**src/rtl/fric_client.sv**
```systemverilog
// fric_client: register-access endpoint on the FRIC byte link.
// Decodes write/read request frames into register strobes and returns ack/reply frames.
module fric_client #(
  parameter logic [3:0] PORT_ID = 4'h0
) (
  input  logic        clk,
  input  logic        rst,
  input  logic [7:0]  fric_in,
  output logic [7:0]  fric_out,
  output logic [7:0]  addr,
  output logic        wr_strobe,
  output logic [15:0] wr_data,
  output logic        rd_strobe,
  input  logic [15:0] rd_data,
  output logic        err_overflow
);

  localparam int unsigned DATA_W = 16;
  localparam int unsigned ADDR_W = 8;

  localparam logic [3:0] TYPE_WR   = 4'h1;
  localparam logic [3:0] TYPE_RD   = 4'h2;
  localparam logic [3:0] TYPE_ACK  = 4'h3;
  localparam logic [3:0] TYPE_RPLY = 4'h4;

  typedef enum logic [1:0] {RX_IDLE, RX_ADDR, RX_DLO, RX_DHI} rx_state_e;
  typedef enum logic [2:0] {TX_IDLE, TX_T0, TX_T1, TX_T2, TX_T3} tx_state_e;

  rx_state_e           rx_state_q;
  logic                rx_wr_q;
  logic                rx_hit_q;
  logic [ADDR_W-1:0]   rx_addr_q;
  logic [7:0]          rx_dlo_q;
  logic [ADDR_W-1:0]   addr_q;
  logic [DATA_W-1:0]   wr_data_q;
  logic                wr_strobe_q;
  logic                rd_strobe_q;
  logic                rd_cap_q;

  tx_state_e           tx_state_q;
  logic [7:0]          fric_out_q;
  logic                act_rd_q;
  logic [ADDR_W-1:0]   act_addr_q;
  logic [DATA_W-1:0]   act_data_q;
  logic                pend_vld_q;
  logic                pend_rd_q;
  logic [ADDR_W-1:0]   pend_addr_q;
  logic [DATA_W-1:0]   pend_data_q;
  logic                err_q;

  logic                tx_free_d;
  logic                new_vld_d;
  logic                new_rd_d;
  logic [DATA_W-1:0]   new_data_d;

  function automatic logic [7:0] rsp_hdr(input logic is_rd);
    return {(is_rd ? TYPE_RPLY : TYPE_ACK), PORT_ID};
  endfunction

  // Receive FSM: frame parsing and register strobes
  always_ff @(posedge clk) begin
    if (!rst) begin
      rx_state_q  <= RX_IDLE;
      rx_wr_q     <= 1'b0;
      rx_hit_q    <= 1'b0;
      rx_addr_q   <= '0;
      rx_dlo_q    <= '0;
      addr_q      <= '0;
      wr_data_q   <= '0;
      wr_strobe_q <= 1'b0;
      rd_strobe_q <= 1'b0;
      rd_cap_q    <= 1'b0;
    end else begin
      wr_strobe_q <= 1'b0;
      rd_strobe_q <= 1'b0;
      rd_cap_q    <= rd_strobe_q;
      case (rx_state_q)
        RX_IDLE: begin
          if (fric_in[7:4] == TYPE_WR || fric_in[7:4] == TYPE_RD) begin
            rx_state_q <= RX_ADDR;
            rx_wr_q    <= (fric_in[7:4] == TYPE_WR);
            rx_hit_q   <= (fric_in[3:0] == PORT_ID);
          end
        end
        RX_ADDR: begin
          if (rx_wr_q) begin
            rx_addr_q  <= fric_in;
            rx_state_q <= RX_DLO;
          end else begin
            rx_state_q <= RX_IDLE;
            if (rx_hit_q) begin
              rd_strobe_q <= 1'b1;
              addr_q      <= fric_in;
            end
          end
        end
        RX_DLO: begin
          rx_dlo_q   <= fric_in;
          rx_state_q <= RX_DHI;
        end
        RX_DHI: begin
          rx_state_q <= RX_IDLE;
          if (rx_hit_q) begin
            wr_strobe_q <= 1'b1;
            addr_q      <= rx_addr_q;
            wr_data_q   <= {fric_in, rx_dlo_q};
          end
        end
        default: rx_state_q <= RX_IDLE;
      endcase
    end
  end

  // A write ack is ready in the strobe cycle; a read reply once rd_data is valid
  always_comb begin
    tx_free_d  = (tx_state_q == TX_IDLE) || (tx_state_q == TX_T3) ||
                 (tx_state_q == TX_T1 && !act_rd_q);
    new_vld_d  = wr_strobe_q || rd_cap_q;
    new_rd_d   = rd_cap_q;
    new_data_d = rd_cap_q ? rd_data : DATA_W'(0);
  end

  // Transmit FSM with one active and one pending response slot
  always_ff @(posedge clk) begin
    if (!rst) begin
      tx_state_q  <= TX_IDLE;
      fric_out_q  <= 8'h00;
      act_rd_q    <= 1'b0;
      act_addr_q  <= '0;
      act_data_q  <= '0;
      pend_vld_q  <= 1'b0;
      pend_rd_q   <= 1'b0;
      pend_addr_q <= '0;
      pend_data_q <= '0;
      err_q       <= 1'b0;
    end else if (tx_free_d) begin
      if (pend_vld_q) begin
        tx_state_q <= TX_T0;
        fric_out_q <= rsp_hdr(pend_rd_q);
        act_rd_q   <= pend_rd_q;
        act_addr_q <= pend_addr_q;
        act_data_q <= pend_data_q;
        pend_vld_q <= new_vld_d;
        if (new_vld_d) begin
          pend_rd_q   <= new_rd_d;
          pend_addr_q <= addr_q;
          pend_data_q <= new_data_d;
        end
      end else if (new_vld_d) begin
        tx_state_q <= TX_T0;
        fric_out_q <= rsp_hdr(new_rd_d);
        act_rd_q   <= new_rd_d;
        act_addr_q <= addr_q;
        act_data_q <= new_data_d;
      end else begin
        tx_state_q <= TX_IDLE;
        fric_out_q <= 8'h00;
      end
    end else begin
      case (tx_state_q)
        TX_T0: begin
          tx_state_q <= TX_T1;
          fric_out_q <= act_addr_q;
        end
        TX_T1: begin
          tx_state_q <= TX_T2;
          fric_out_q <= act_data_q[7:0];
        end
        TX_T2: begin
          tx_state_q <= TX_T3;
          fric_out_q <= act_data_q[15:8];
        end
        default: begin
          tx_state_q <= TX_IDLE;
          fric_out_q <= 8'h00;
        end
      endcase
      if (new_vld_d) begin
        if (pend_vld_q) begin
          err_q <= 1'b1;
        end else begin
          pend_vld_q  <= 1'b1;
          pend_rd_q   <= new_rd_d;
          pend_addr_q <= addr_q;
          pend_data_q <= new_data_d;
        end
      end
    end
  end

  assign fric_out     = fric_out_q;
  assign addr         = addr_q;
  assign wr_strobe    = wr_strobe_q;
  assign wr_data      = wr_data_q;
  assign rd_strobe    = rd_strobe_q;
  assign err_overflow = err_q;

endmodule

```
**config.mk**
```make
export PLATFORM = sky130hd
export DESIGN_NAME = fric_client
export DESIGN_NICKNAME = d
export VERILOG_FILES = /design/src/rtl/fric_client.sv
export SDC_FILE = /design/constraint.sdc
export NUM_CORES = 1
export LEC_CHECK = 0
export CAP_MARGIN = 15
export CORE_UTILIZATION = 59
export CTS_CLUSTER_SIZE = 40
export DETAILED_ROUTE_END_ITERATION = 7
export PLACE_DENSITY = 0.85
export SLEW_MARGIN = 20
export SYNTH_ARGS = -nofsm -noshare
export SYNTH_HDL_FRONTEND = slang
export SYNTH_SLANG_ARGS = --single-unit
```
**constraint.sdc**
```tcl
create_clock -name clk -period 2.9 [get_ports clk]
set_input_delay 0.58 -clock clk [delete_from_list [all_inputs] [get_ports clk]]
set_output_delay 0.58 -clock clk [all_outputs]
set_load 0.01 [all_outputs]
```
Word-level counts from Yosys, hierarchy flattened:

Index checks and enable logic that the tools add are counted.

* mux-type cells: 40
* reduce and logical (&&, ||, !) cells: 21
* bitwise logic cells: 3
* $add $sub $neg: 0
* divide/modulo/power cells: 0
* equality and inequality tests: 15
* shifts and indexed selects: 0
* $mul: 0
* magnitude comparators: 0

Operator list (count)
* $mux W16: 7
* $mux W8: 10
* $pmux W8 S3: 1
* $pmux W8 S2: 1
* $mux W7: 2
* $mux W1: 12
* $ne A2 B2 Y1 const B: 5
* $reduce_and A2 Y1: 5
* $mux W3: 3
* $pmux W3 S3: 1
* $pmux W2 S4: 1
* $eq A3 B2 Y1 const B: 2
* $reduce_and A3 Y1: 2
* $reduce_bool A2 Y1: 3
* $eq A2 B2 Y1 const B: 2
* $eq A4 B1 Y1 const B: 1
* $eq A4 B2 Y1 const B: 1
* $logic_not A4 Y1: 1
* $logic_or A1 B1 Y1: 4
* $mux W2: 2
* $reduce_and A4 Y1: 1
* $eq A3 B1 Y1 const B: 1
* $eq A3 B3 Y1 const B: 1
* $logic_not A3 Y1: 1
* 7 further kinds: 9

* register bits: 110
* output and inout bits: 35
* bits in writable memories: 0
* ROM bits: 0
* word-level logic and storage cells: 99
* latch bits: 0
* memories: 0

Logic depth before layout (Yosys ltp):

Gate-level depths: netlist of run 1.

* depth in word-level cells: 5
* mapped depth: 7

Worst setup path before layout of run 1:

OpenSTA, ideal clock, no wires.

* path kind: register to register
* start point: register tx_state_q[0]
* end point: register pend_data_q[7]
* stages on the path, launching flop included: 8
* clock period less this slack: 1.597 ns
* arrival: 1.529 ns
* path slack: 1.303 ns
* library setup time: 0.069 ns
* cells stage by stage: dfxtp_1 buf_6 or3_4 a221oi_2 buf_6 buf_8 nand4_1 o21ai_1

* cells in the longest elaborated chain, start to end: 5
* elaborated cells on any way between the ends: 10
* classes of those cells: 4 x eq/ne; 1 x mux; 5 x reduce/logical

Ends and longest elaborated chain
* from (decl): line 40 `tx_state_e tx_state_q;`
* from (signal assigned): line 126 `tx_state_q <= TX_IDLE;`
* from (signal assigned): line 138 `tx_state_q <= TX_T0;`
* from (signal assigned): line 150 `tx_state_q <= TX_T0;`
* $eq A3 B3 Y1, or another cell as far along: line 116 `tx_free_d = (tx_state_q == TX_IDLE) || (tx_state_q == TX_T3) ||`
* $logic_or A1 B1 Y1 or $logic_and A1 B1 Y1 (tied branches): line 116, 117
* $logic_or A1 B1 Y1 (*): line 116
* $ne A2 B1 Y1 (no source line) or $ne A2 B2 Y1 (tied branches)
* $reduce_and A3 Y1 (no source line)
* to (signal assigned): line 147 `pend_data_q <= new_data_d;`
* to (signal assigned): line 185 `pend_data_q <= new_data_d;`
* to (decl): line 48 `logic [DATA_W-1:0] pend_data_q;`

Every way passes the cells marked *; elsewhere a longest branch is shown, timed or not.
A chain may end at the register's enable or synchronous reset.

Final worst setup path of run 1:

* start point: register tx_state_q[0]
* end point: register pend_addr_q[0]

* cells in the longest elaborated chain, start to end: 5
* elaborated cells on any way between the ends: 10
* classes of those cells: 4 x eq/ne; 1 x mux; 5 x reduce/logical

Ends and longest elaborated chain
* $eq A3 B3 Y1, or another cell as far along: line 116
* $logic_or A1 B1 Y1 or $logic_and A1 B1 Y1 (tied branches): line 116, 117
* $logic_or A1 B1 Y1 (*): line 116
* $ne A2 B1 Y1 (no source line) or $ne A2 B2 Y1 (tied branches)
* $reduce_and A3 Y1 (no source line)
* to (signal assigned): line 146 `pend_addr_q <= addr_q;`
* to (signal assigned): line 184 `pend_addr_q <= addr_q;`
* to (decl): line 47 `logic [ADDR_W-1:0] pend_addr_q;`

Marked as above.

==> results of run 1 <==
## cells by family after synthesis
| logic type | Yosys count | share of synthesized area [%] |
|---|---|---|
| fa+ha+maj | 1 | 0.214 |
| mux | 21 | 4.71 |
| xor+xnor | 1 | 0.188 |
| simple gates | 226 | 21.8 |
| compound gates | 128 | 20.9 |
| flops | 110 | 47.1 |
| buf+inv | 49 | 5.06 |
## critical path: stages (launching register included)
cell      delay [ps]
dfxtp_1          500
or3_4            470
a221oi_4         260
buf_4            430
nand3_1          130
o21ai_0          110
## synth_stat cells (11+ instances only)
master,n
nor2_1,14
nor2b_1,11
clkbuf_1,27
o211ai_1,16
dfxtp_1,110
buf_2,13
nand2_1,134
nand3_1,30
mux2i_1,13
o211a_1,32
o21ai_0,17
nand4_1,16
a21boi_0,31
## sequential cells by signal, summed over array words and instances (netlist names), 8 cells and up, named ones only
| name | cells |
|---|---|
| addr | 8 |
| pend_addr_q | 8 |
| rx_addr_q | 8 |
| rx_dlo_q | 8 |
| pend_data_q | 16 |
| fric_out | 8 |
| act_addr_q | 8 |
| wr_data | 16 |
| act_data_q | 16 |
## layout make-up
cell class,count,area [um2],share of cell area (%)
repair buffers,69,666,12.3
clock inverters,6,45.0,0.829
well taps,102,128,2.35
inverters,1,3.75,0.0691
clock buffers,10,138,2.53
flip-flops and latches,110,2200,40.6
multi-input cells,377,2250,41.4
## power by group
group          internal, mW  switching, mW
clock                 0.343          0.525
sequential             1.51        0.00463
combinational        0.0446         0.0500
total                  1.90          0.579
## routing by layer
layer	share of wire (%)	global-route usage (%)	vias up
met5	0	0	-
li1	-	-	1937
met3	4.4	4.94	16
met1	46	34.7	1845
met2	48	39.9	116
met4	1.9	10.7	0
## worst min path at each step
stage / startpoint / to / slack (ps)
4_1_cts: pend_addr_q[5] / pend_addr_q[5] / 460
5_1_grt: pend_addr_q[5] / pend_addr_q[5] / 480
3_3_place_gp: pend_addr_q[5] / pend_addr_q[5] / 440
6_report: pend_data_q[9] / pend_data_q[9] / 460
2_1_floorplan: pend_addr_q[2] / pend_addr_q[2] / 430
3_5_place_dp: pend_addr_q[5] / pend_addr_q[5] / 440
## stage by stage
| stage | cells | total power [mW] | area (um2) | util, % | hold slack (ps) |
|---|---|---|---|---|---|
| 2_1_floorplan | 536 | 1.59 | 4670 | - | 428 |
| 4_1_cts | 675 | 2.49 | 5430 | 70.6 | 457 |
| 3_3_place_gp | 659 | 1.64 | 5250 | 68.3 | 436 |
| 6_report | 675 | 2.48 | 5430 | 70.6 | 455 |
| 3_5_place_dp | 659 | 1.64 | 5250 | 68.3 | 443 |
| 5_1_grt | 675 | 2.56 | 5430 | 70.6 | 475 |
==> reports/summary.txt, run 1 <==
Status = completed
Max Root-Sink Buffers = 2
Number of antenna violations at the first check in global routing = 0
Setup crit start kind = flop
Vias = 3,914
Hold crit path type = reg -> reg
Library cells used by synthesis = 42
Die height = 91.0 um
# hold bufs at CTS = 0
Post-cts gate resize count = 0
Syn Area/Cell = 8.71 um2
DRT iter0 DRCs = 277
GRT Resource Usage Total = 25.6%
Starting Density = 60.8%
Number of synthesized flops with an enable pin = 0
Clock skew = 10.4 ps
Layout fillers = 615
CP Launch Point = tx_state_q[0]
Synthesized Nets = 562
Cells after Synth = 536
Final worst path period share = 68.7%
Tmin final = 1990 ps
Clk root buf = clkbuf_8
Nets = 594
Rel. slew slack = 54.3%
WP data arrival = 2290 ps
Setup slack, reg-to-reg = 910 ps
Most frequent cells in the layout = nand2_1, dfxtp_1, clkdlybuf4s50_1
Via/cell ratio = 5.80
Fraction of layout cells with a size suffix above 1 = 6.98%
FF-to-FF path depth = 5
Worst slack at placement = 751 ps
RSZ-0062 raised after global routing = false
Power Dens Cells = 456 mW/mm2
Cell Rows = 32
First-pass GRT wire length = 17.0 mm
Crit path capture = pend_addr_q[0]
IO buf count = 60
Post-CTS Setup Bufs = 0
Routed wire length = 10.2 mm
Critical path class = reg -> reg
Primary FF master, synth = dfxtp_1
CTS Buf Count = 9
Placeable Area = 0.00769 mm2
Synth area leader = dfxtp_1
Ys Warns = 0
Hold depth = 2
Max Transition Viols Final = 0
Grt total ovfl = 0
Max Fclk = 502 MHz
Final setup viols = 0
Routed len/inst = 15.1 um
Area added between synthesis and finish = 16.3%
Largest net degree at the start of global routing = 50
Total Negative Setup Slacks = 0 ps
Tightest Pin Transition = 684 ps
Drt first pass iters = 6
I/O pin cnt = 61
Final hold vios = 0
Crit. End Element = flop
DRC violations left = 0
Chip Width = 91.0 um
Placer congestion estimate = 0.852
CP Max Fanout = 48
Seq/Total Area, Yosys = 47.1%
H-tree depth = 3
Commonest non-fill, non-tap cell in the layout = nand2_1
Post-DRT Antenna Nets = 0
CTS clk-pin slew, worst paths = 100 ps
Vias in the first global route = 3,592
Reg-to-Reg Start = tx_state_q[0]
Max rail drop VDD = 236 uV
Maxcap violations = 0
Num Clock Sinks = 110
Worst flop-to-flop path endpoint = pend_addr_q[0]
Asr flop ratio synth = 0%
#FFs+latches synth = 110
Post-synth top area share = 47.1%
CTS tree = built
Ranking of synthesized cells by area = dfxtp_1, nand2_1, o211a_1, a21boi_0, nand3_1
Synthesized area = 0.00467 mm2
Post-detail-place hpwl = 6.55 mm
Die area = 0.00828 mm2
Pleak = 2.17 nW
N_diodes = 0
Worst skew pair latency = 380 ps
Worst EP required = 3190 ps
Setup ws final = 908 ps
No activity file was read; power rests on OpenSTA's default activity.
==> inputs of run 2 (changes only) <==
CORE_UTILIZATION = 49   (was 59)
PLACE_DENSITY = 0.75   (was 0.85)
clock period = 1.8 ns   (was 2.9 ns; I/O delays follow)
==> run 2 against run 1 <==
Combinational power grew 83%. Die area grew 20%. Non-clock buffer count grew 17. Largest cell class unchanged. Total power grew 72%.
==> reports/summary.txt, run 2 (synthesis gave the netlist of run 1 again) <==
Status = completed
Cell Rows = 35
Worst-path cell chain = clkdlybuf4s50_1
Tightest Pin Transition = 612 ps
Worst EP required = 1440 ps
Clk root buf = clkbuf_8
Setup crit start kind = flop
Maxcap violations = 0
Sequential Area = 0.00221 mm2
Most frequent cells in the layout = nand2_1, dfxtp_1, clkdlybuf4s50_1
Via/cell ratio = 5.54
Die area = 0.00993 mm2
Hold crit path type = in -> reg
Post-detail-place hpwl = 6.97 mm
RSZ-0062 raised after global routing = false
Clock skew = 14.2 ps
Routed len/inst = 14.8 um
FF-to-FF path depth = 6
Critical path class = reg -> out
Vias = 3,977
Final setup viols = 0
Power Dens Cells = 746 mW/mm2
Grt total ovfl = 0
Placeable Area = 0.00924 mm2
Crit. End Element = primary output
Area added between synthesis and finish = 22.2%
H-tree depth = 3
Tmin final = 1720 ps
Total Negative Setup Slacks = 0 ps
Crit-path leading delay family = buffers and inverters
Max Fclk = 581 MHz
Crit path capture = addr[7]
N_diodes = 0
DRT iter0 DRCs = 252
Number of antenna violations at the first check in global routing = 0
Vias in the first global route = 3,696
Die height = 99.6 um
Nets = 611
GRT Resource Usage Total = 21.7%
Drt first pass iters = 5
Starting Density = 50.5%
Placer congestion estimate = 0.841
Routed wire length = 10.6 mm
Critical-path top delay cell = clkdlybuf4s50_1
Clock share of power = 38.6%
Num Clock Sinks = 110
Rel. slew slack = 59.1%
Fraction of layout cells with a size suffix above 1 = 10.0%
Flop pwr share = 57.3%
WP buf/inv = 1
Commonest non-fill, non-tap cell in the layout = nand2_1
Setup ws final = 79.7 ps
Worst skew pair latency = 370 ps
Critical Path Stages = 1
Area of the multi-input gates = 0.00225 mm2
Largest net degree at the start of global routing = 103
Post-DRT Antenna Nets = 0
Internal power = 3.34 mW
Layout fillers = 782
Chip Width = 99.6 um
CP Launch Point = addr[7]
I/O pin cnt = 61
CP Max Fanout = 4
Switching power = 0.917 mW
CTS clk-pin slew, worst paths = 100 ps
Pleak = 2.30 nW
WP data arrival = 1360 ps
Setup slack, reg-to-reg = 90 ps
Max Transition Viols Final = 0
# hold bufs at CTS = 0
Routed wl met2 = 4.96 mm
Crit path largest cell delay = 570 ps
Uppermost routed layer = met4
Worst flop-to-flop path endpoint = pend_data_q[1]
First-pass GRT wire length = 17.3 mm
Switching share of power = 21.5%
Reg-to-Reg Start = tx_state_q[2]
DRC violations left = 0
Final hold vios = 0
CTS Buf Count = 9
IO buf count = 60
Wl on met1 = 4.93 mm
Combinational power share = 4.1%
Worst slack at placement = 115 ps
Max rail drop VDD = 499 uV
CTS tree = built
Final worst path period share = 95.6%
Max Root-Sink Buffers = 2
Met3 wire len = 647 um
-- run 2: layout make-up --
class / instances / share of cell area, %
multi-input combinational: 377 / 39.4
tap: 129 / 2.83
clock buffer: 10 / 2.41
sequential: 110 / 38.7
inverter: 1 / 0.0658
timing repair buffer: 86 / 15.2
clock inverter: 5 / 1.45
-- run 2: worst min-delay path by stage --
stage,from,to,slack (ps),cells past startpoint
3_3_place_gp,pend_addr_q[6],pend_addr_q[6],440,2
5_1_grt,rst,fric_out[3],430,3
2_1_floorplan,pend_addr_q[2],pend_addr_q[2],430,2
6_report,rst,fric_out[3],440,3
3_5_place_dp,pend_data_q[8],pend_data_q[8],440,2
4_1_cts,rst,fric_out[3],430,3
-- run 2: what timing repair did --
action / CTS / global route
hold endpoints to repair: 0 / 0
endpoints found under the setup margin: 0 / 6
setup buffers: 0 / 2
gates resized for setup: 0 / 3
-- run 2: stage by stage --
stage	hold WS [ps]	util, %	total power [mW]	cell area, um2	cells
final	443	61.7	4.26	5710	718
after global routing	427	61.7	4.40	5710	718
after CTS	431	61.0	4.28	5640	714
after detailed placement	439	58.6	2.67	5420	699
after global placement	436	58.6	2.67	5420	699
after floorplan	428	-	2.56	4670	536
-- run 2: metal layers --
metal / up-vias / global-route usage (%)
met5: - / 0
met4: 0 / 6.00
met3: 9 / 4.15
met2: 109 / 34.8
met1: 1888 / 30.0
li1: 1971 / -
-- run 2: power groups by stage --
stage | Combinational (mW) | Clock (mW) | Sequential (mW)
4_1_cts | 0.172 | 1.67 | 2.44
2_1_floorplan | 0.0693 | 0 | 2.49
5_1_grt | 0.186 | 1.77 | 2.44
6_report | 0.173 | 1.65 | 2.44
3_3_place_gp | 0.171 | 0 | 2.50
3_5_place_dp | 0.172 | 0 | 2.50
==> inputs of run 3 (changes only) <==
ABC_AREA = 1   (was unset)
==> run 3 against run 2 <==
Clock power down 12%. Final cell count grew 14%. Via count grew 6.7%. Sequential power is essentially flat. Global-route usage is 1.8 points higher. Worst hold slack got worse by 93 ps. Flip-flop and latch count stayed put. Total power is 4.6% lower. Critical path type unchanged.
==> reports/summary.txt, run 3 <==
Status = completed
N_diodes = 0
Placeable Area = 0.00920 mm2
Worst skew pair latency = 380 ps
Post-detail-place hpwl = 7.52 mm
Power Total = 4.06 mW
Number of antenna violations at the first check in global routing = 0
Synthesized area = 0.00461 mm2
DRC violations left = 0
Num Clock Sinks = 110
Vias in the first global route = 4,079
DRT iter0 DRCs = 222
Worst-path cell chain = clkdlybuf4s50_1
Post-DRT Antenna Nets = 0
Maxcap violations = 0
Max Root-Sink Buffers = 2
H-tree depth = 3
Ranking of synthesized cells by area = dfxtp_1, nor2_1, nand2_1, o21ai_0, inv_1
Max rail drop VDD = 668 uV
CTS Buf Count = 9
Most frequent cells in the layout = nor2_1, nand2_1, dfxtp_1
Fraction of layout cells with a size suffix above 1 = 6.50%
Rel. slew slack = 63.9%
RSZ-0062 raised after global routing = false
Vias = 4,244
Final worst path period share = 93.5%
CTS clk-pin slew, worst paths = 110 ps
Library cells used by synthesis = 30
Largest net degree at the start of global routing = 59
Routed len/inst = 13.3 um
Via/cell ratio = 5.18
CTS tree = built
Top-count cell post-synth = nor2_1
Nets = 729
Placer congestion estimate = 0.913
Final hold vios = 0
Non-Filler Instances = 819
Max Transition Viols Final = 0
Hold crit path type = in -> reg
Cell Rows = 35
Layout fillers = 863
GRT Resource Usage Total = 23.5%
Primary FF master, synth = dfxtp_1
Hold WS = 350 ps
Hold_sp = rst
I/O pin cnt = 61
Chip Width = 99 um
Tightest Pin Transition = 542 ps
Die height = 99 um
Post-synth top cells = nor2_1, nand2_1, dfxtp_1, o21ai_0, inv_1
Asr flop ratio synth = 0%
Area of the multi-input gates = 0.00204 mm2
Starting Density = 50.1%
Placed cell count = 803
WP data arrival = 1320 ps
Synth area leader = dfxtp_1
CP Max Fanout = 2
Total Negative Setup Slacks = 0 ps
Clock skew = 16.3 ps
FF-to-FF path depth = 6
Crit-path leading delay family = buffers and inverters
Tmin final = 1680 ps
Post-CTS Setup Bufs = 0
Final setup viols = 0
Critical path class = reg -> out
Synthesized Nets = 678
Routed wire length = 10.9 mm
Area added between synthesis and finish = 18.8%
Setup crit start kind = flop
Max Fclk = 594 MHz
Critical-path top delay cell = clkdlybuf4s50_1
Power Dens Cells = 742 mW/mm2
Grt total ovfl = 0
Pleak = 2.47 nW
Crit. End Element = primary output
Syn Area/Cell = 7.07 um2
Post-synth top area share = 47.8%
Commonest non-fill, non-tap cell in the layout = nor2_1
Seq/Total Area, Yosys = 47.8%
Worst flop-to-flop path endpoint = pend_data_q[14]
First-pass GRT wire length = 18.5 mm
Die area = 0.00980 mm2
Drt first pass iters = 4
Sequential Area = 0.00220 mm2
Worst EP required = 1440 ps
#FFs+latches synth = 110
IO buf count = 60
Cells after Synth = 652
Setup slack, reg-to-reg = 300 ps
Number of synthesized flops with an enable pin = 0
Ys Warns = 0
Fin util = 59.6%
Worst Hold End = tx_state_q[2]
Crit path largest cell delay = 560 ps
Hold depth = 3
Reg-to-Reg Start = act_rd_q
WP buf/inv = 1
Clk root buf = clkbuf_8
-- run 3: logic make-up (layout without fill, tap and decap cells) --
group	after synthesis	after routing	synth area share (%)
buffers and inverters	89	145	8.06
DFF	110	110	47.8
AOI/OAI and AO/OA	127	127	14.6
and+or+nand+nor	326	326	29.6
-- run 3: final cells by class --
class                      count  area share, %
multi-input combinational    453           37.2
clock buffer                  13           3.08
clock inverter                 3          0.457
inverter                      56           3.84
tap                          111           2.54
timing repair buffer          73           12.7
sequential                   110           40.2
-- run 3: timing repair --
item,CTS,global route
setup endpoints to repair,0,1
hold buffers,0,0
resized for setup,0,1
-- run 3: how the worst max path moves through the flow --
stage,from,to,slack (ps),cells after the start
6_report,rd_strobe,rd_strobe,120,1
2_1_floorplan,act_rd_q,pend_addr_q[0],530,8
3_3_place_gp,fric_in[4],rx_hit_q,240,8
3_5_place_dp,fric_in[7],rx_hit_q,220,7
4_1_cts,wr_strobe,wr_strobe,7,1
5_1_grt,addr[6],addr[6],80,1
-- run 3: per-stage QoR --
stage / worst slack [ps] / cell area [um2]
final: 117 / 5480
after global placement: 235 / 5280
after CTS: 6.75 / 5480
after floorplan: 526 / 4610
after global routing: 83.2 / 5480
after detailed placement: 219 / 5280
-- run 3: metal layers --
layer	up-vias	routed length (um)	global-route usage, %
met5	-	0	0
li1	2167	-	-
met1	1948	4700	26.9
met3	26	523	5.11
met2	103	5360	42.6
met4	0	301	8.96
-- run 3: where the power goes --
| part | switching (mW) | leakage [nW] | internal [mW] | total (mW) |
|---|---|---|---|---|
| Sequential | 0.00563 | 0.886 | 2.44 | 2.44 |
| Combinational | 0.0859 | 1.49 | 0.0723 | 0.158 |
| Clock | 0.830 | 0.0967 | 0.629 | 1.46 |
